**src/rtl/stack_arb_pkg.sv**
```systemverilog
// rtl/stack_arb_pkg.sv - shared types and constants for the stack access arbiter
package stack_arb_pkg;

  typedef enum logic [1:0] {
    IDLE  = 2'd0,
    ISSUE = 2'd1,
    RESP  = 2'd2
  } state_t;

  localparam logic OP_PUSH = 1'b0;
  localparam logic OP_POP  = 1'b1;
  localparam int   REQ_N   = 2;

endpackage

```
**src/rtl/rr_arbiter_2.sv**
```systemverilog
// rtl/rr_arbiter_2.sv - two-way round-robin / fixed-priority arbiter
module rr_arbiter_2 #(
  parameter int ARB_MODE = 0
) (
  input  logic       clk,
  input  logic       reset,
  input  logic [1:0] valid,
  input  logic       advance,
  output logic [1:0] grant
);

  // set when req1 took the last grant; reset value favours req0
  logic last_was_1;

  always_comb begin
    grant = 2'b00;
    if (ARB_MODE == 1) begin
      if (valid[0])      grant = 2'b01;
      else if (valid[1]) grant = 2'b10;
    end else begin
      case (valid)
        2'b01:   grant = 2'b01;
        2'b10:   grant = 2'b10;
        2'b11:   grant = last_was_1 ? 2'b01 : 2'b10;
        default: grant = 2'b00;
      endcase
    end
  end

  always_ff @(posedge clk) begin
    if (reset)        last_was_1 <= 1'b1;
    else if (advance) last_was_1 <= grant[1];
  end

endmodule

```
**src/rtl/stack_access_arbiter.sv**
```systemverilog
// rtl/stack_access_arbiter.sv - shares one LIFO stack between two requesters
module stack_access_arbiter
  import stack_arb_pkg::*;
#(
  parameter int DATA_W   = 16,
  parameter int DEPTH    = 16,
  parameter int ARB_MODE = 0
) (
  input  logic                        clk,
  input  logic                        reset,
  input  logic [REQ_N-1:0]            req_valid,
  input  logic [REQ_N-1:0]            req_op,
  input  logic [REQ_N*DATA_W-1:0]     req_data,
  output logic [REQ_N-1:0]            req_ready,
  output logic [REQ_N-1:0]            rsp_valid,
  output logic [DATA_W-1:0]           rsp_data,
  output logic                        rsp_err,
  output logic [$clog2(DEPTH+1)-1:0]  stack_depth,
  output logic                        Stack_In_Enable_EX,
  output logic                        Stack_Out_Enable_EX,
  output logic [DATA_W-1:0]           Stack_In_EX,
  input  logic [DATA_W-1:0]           Stack_Out_EX,
  input  logic                        Empty,
  input  logic                        Full
);

  state_t              state, state_nx;
  logic [1:0]          grant;
  logic                handshake;
  logic                sel_id, sel_op, sel_err;
  logic                lat_id, lat_op, lat_err;
  logic [DATA_W-1:0]   lat_data;

  rr_arbiter_2 #(.ARB_MODE(ARB_MODE)) u_arb (
    .clk     (clk),
    .reset   (reset),
    .valid   (req_valid),
    .advance (handshake),
    .grant   (grant)
  );

  // every strobe is gated by reset so an abandoned op drops its enables at once
  always_comb begin
    state_nx            = state;
    req_ready           = '0;
    rsp_valid           = '0;
    handshake           = 1'b0;
    Stack_In_Enable_EX  = 1'b0;
    Stack_Out_Enable_EX = 1'b0;
    Stack_In_EX         = '0;
    sel_id              = grant[1];
    sel_op              = req_op[sel_id];
    sel_err             = (sel_op == OP_PUSH) ? Full : Empty;
    if (!reset) begin
      case (state)
        IDLE: begin
          req_ready = grant;
          if (|grant) begin
            handshake = 1'b1;
            state_nx  = ISSUE;
          end
        end
        ISSUE: begin
          Stack_In_Enable_EX  = (lat_op == OP_PUSH) && !lat_err;
          Stack_Out_Enable_EX = (lat_op == OP_POP) && !lat_err;
          Stack_In_EX         = lat_data;
          state_nx            = RESP;
        end
        RESP: begin
          rsp_valid[lat_id] = 1'b1;
          state_nx          = IDLE;
        end
        default: state_nx = IDLE;
      endcase
    end
  end

  always_ff @(posedge clk) begin
    if (reset) state <= IDLE;
    else       state <= state_nx;
  end

  always_ff @(posedge clk) begin
    if (reset) begin
      lat_id      <= 1'b0;
      lat_op      <= OP_PUSH;
      lat_err     <= 1'b0;
      lat_data    <= '0;
      rsp_data    <= '0;
      rsp_err     <= 1'b0;
      stack_depth <= '0;
    end else begin
      if (handshake) begin
        lat_id   <= sel_id;
        lat_op   <= sel_op;
        lat_err  <= sel_err;
        lat_data <= sel_id ? req_data[2*DATA_W-1:DATA_W] : req_data[DATA_W-1:0];
      end
      // the stack has updated its output on the preceding negedge
      if (state == ISSUE) begin
        rsp_err  <= lat_err;
        rsp_data <= ((lat_op == OP_POP) && !lat_err) ? Stack_Out_EX : '0;
        if (!lat_err) begin
          if (lat_op == OP_PUSH) stack_depth <= stack_depth + 1'b1;
          else                   stack_depth <= stack_depth - 1'b1;
        end
      end
    end
  end

endmodule

```
**config.mk**
```make
export PLATFORM = sky130hd
export DESIGN_NAME = stack_access_arbiter
export DESIGN_NICKNAME = d
export VERILOG_FILES = /design/src/rtl/stack_arb_pkg.sv /design/src/rtl/rr_arbiter_2.sv /design/src/rtl/stack_access_arbiter.sv
export SDC_FILE = /design/constraint.sdc
export NUM_CORES = 1
export LEC_CHECK = 0
export CORE_ASPECT_RATIO = 0.75
export CORE_MARGIN = 2
export CORE_UTILIZATION = 37
export CTS_CLUSTER_DIAMETER = 50
export DETAILED_ROUTE_END_ITERATION = 16
export PLACE_DENSITY = 0.75
export SKIP_LAST_GASP = 1
export SLEW_MARGIN = 20
export SYNTH_ARGS = -nofsm -noshare
export SYNTH_HDL_FRONTEND = slang
export SYNTH_SLANG_ARGS = --single-unit
```
**constraint.sdc**
```tcl
create_clock -name clk -period 2.7 [get_ports clk]
set_input_delay 0.27 -clock clk [delete_from_list [all_inputs] [get_ports clk]]
set_output_delay 0.27 -clock clk [all_outputs]
set_load 0.05 [all_outputs]
```
==> summary.txt <==
minimum clock period -> 2243 ps
maxcap violations -> 0
source of the critical timing path -> state[0]
Final ANT Viol Nets -> 0
Post-CTS Setup Bufs -> 0
largest net degree at the start of global routing -> 37
die area -> 0.005900 mm²
slowest CP cell -> nor3_4
synthesized area -> 0.001959 mm²
Synth async-reset ratio -> 0%
Bufs and invs on worst path -> 1
fmax -> 445.9 MHz
EDFF count, synth -> 0
DR WL/cell -> 13.52 µm
Avg Inst Size Synth -> 9.797 µm²
die height -> 67.02 µm
clk_lat worst skew -> 280 ps
Fin. Hold Viols -> 0
Seq/Total Area, Yosys -> 44.96%
unrepaired setup endpoints after global routing -> false
number of diodes -> 0
# DRC -> 0
first-pass GRT wire length -> 8.135 mm
Critical Path Source Type -> flop
Worst Max-Slew Pin Slew -> 785.5 ps
initial antenna violation count -> 0
TritonCTS buffer count -> 5
status -> finished, final reports clean
CTS tree -> yes
Worst-path clk slew -> 80 ps
Yosys reg bits -> 44
Arr. time, crit path -> 1970 ps
DR vias/cell -> 4.856
Die Width -> 88.03 µm
Initial Util -> 39.11%
Initial DRT Pass Iterations -> 4
DRT iter0 DRCs -> 53
Synth Instances -> 200
I/O pins -> 100
number of global-route vias before repair -> 1767
Pwr Density -> 469.6 mW/mm²
CTS max path bufs -> 2
core area -> 0.005010 mm²
CP Class -> flop to output port
Worst VDD drop -> 0.2142 mV
wirelength, routed -> 4.989 mm
Resized cells post-CTS -> 0
Critical R2R Launch -> lat_op
slew margin rel. -> 47.52%
worst hold path startpoint -> rsp_data[5]
critical-path cell list -> or3b_1 -> nor3_4 -> buf_12
setup tns final -> 0 ps
Max stage delay on crit path -> 570 ps
GRT overflow -> 0
Area Growth Syn to Fin -> 69.41%
HPWL Detailed -> 3.821 mm
Min-Delay Path Class -> flop to flop
I/O Buffers -> 99
share of cells above drive strength 1 -> 12.79%
clock skew -> 3.422 ps
number of hold buffers added after cts -> 0
Crit Path Max Fanout -> 17
delay-heaviest family, CP -> simple AND/OR/NAND/NOR gates
fin. max-slew vios -> 0
Setup crit end kind -> output port
Final GP Congestion -> 0.7331
total power -> 1.559 mW
Layout Nets -> 356
Rows -> 22
Yosys Warn Count -> 0
Distinct cells, synth -> 37
CTS sink cnt -> 44
ys flop type -> dfxtp_1
Mapped Nets -> 260
Final Util -> 66.26%
Root Driver -> clkbuf_8
Crit path required time -> 2430 ps
setup violators final -> 0
CTS H-tree depth -> 2
fin crit share -> 83.07%
routed vias -> 1792
gr usage total -> 17.71%
Leak -> 1.296 nW
per-stage QoR:
step | setup slack [ps] | std cells | area, µm² | hold slack (ps)
after CTS | 426.6 | 369 | 3317 | 478.7
after global routing | 305.8 | 369 | 3319 | 490.3
final | 457.2 | 369 | 3319 | 479.0
after detailed placement | 616.8 | 361 | 3227 | 460.4
after global placement | 687.7 | 361 | 3227 | 457.8
after floorplan | 114.1 | 200 | 1959 | 402.9
cell usage after synthesis, types with 2 or more instances:
master	instances	area [µm²]
ha_1	3	37.54
nand2b_1	2	12.51
nand3_1	2	10.01
a22o_1	16	140.1
inv_1	4	15.01
nor2b_1	4	25.02
nand2_1	5	18.77
buf_1	2	7.510
clkbuf_1	7	26.28
buf_2	3	15.01
dfxtp_1	44	880.8
a21oi_1	4	20.02
mux2i_1	19	190.2
buf_4	2	15.01
nor2_1	26	97.59
o21a_1	2	15.01
nor3_1	2	10.01
and2_1	16	100.1
a211oi_1	19	142.6
layout make-up:
| class | count | area (µm²) |
|---|---|---|
| Sequential cell | 44 | 880.8 |
| Fill cell | 416 | 1690 |
| Multi-Input combinational cell | 137 | 994.7 |
| Inverter | 4 | 15.01 |
| Clock buffer | 8 | 90.09 |
| Timing Repair Buffer | 104 | 1249 |
| Tap cell | 72 | 90.09 |
cell families (layout without fill, tap and decap cells):
group	after synthesis	count (layout)	share of synthesized area (%)
fa+ha+maj	4	4	2.938
mux	20	20	10.28
simple gates	66	66	18.33
compound gates	47	47	18.90
flops	44	44	44.96
buf+inv	19	116	4.597
flip-flops by register name (all words and copies together) (netlist names):
signal            flops
lat_id                1
state                 2
lat_err               1
rsp_data             16
lat_data             16
rsp_err               1
lat_op                1
u_arb.last_was_1      1
stack_depth           5
where the power goes:
group | switching (mW) | internal, mW | total [mW]
Combinational | 0.213 | 0.206 | 0.419
Sequential | 0.0313 | 0.697 | 0.729
Clock | 0.202 | 0.209 | 0.411
routing by layer:
layer	wire (µm)	vias up	part of all wire (%)	GRT usage, %
met5	0	-	0	0
met3	633	2	13	9.542
met1	2166	809	43	21.40
met2	2178	76	44	28.41
li1	-	905	-	-
met4	10	0	0.20	2.841
cell usage in the layout, fill, tap and decap left out, drive strengths merged, types with 2 or more instances in the layout:
cell type,synthesis,layout
clkdlybuf4s50,0,77
dfxtp,44,44
buf,8,27
nor2,26,26
a211oi,19,19
mux2i,19,19
and2,16,16
a22o,16,16
clkbuf,7,8
nand2,5,5
inv,4,4
a21oi,4,4
nor2b,4,4
ha,3,3
nor3,3,3
o21a,2,2
nand3,2,2
nand2b,2,2
final timing paths:
path / endpoint / slack, ps / cells past startpoint
max: Stack_Out_Enable_EX / 460 / 3
min: rsp_data[5] / 480 / 1
min reg2reg: rsp_data[5] / 480 / 1
max reg2reg: stack_depth[4] / 620 / 6
No activity file was read; power rests on OpenSTA's default activity.
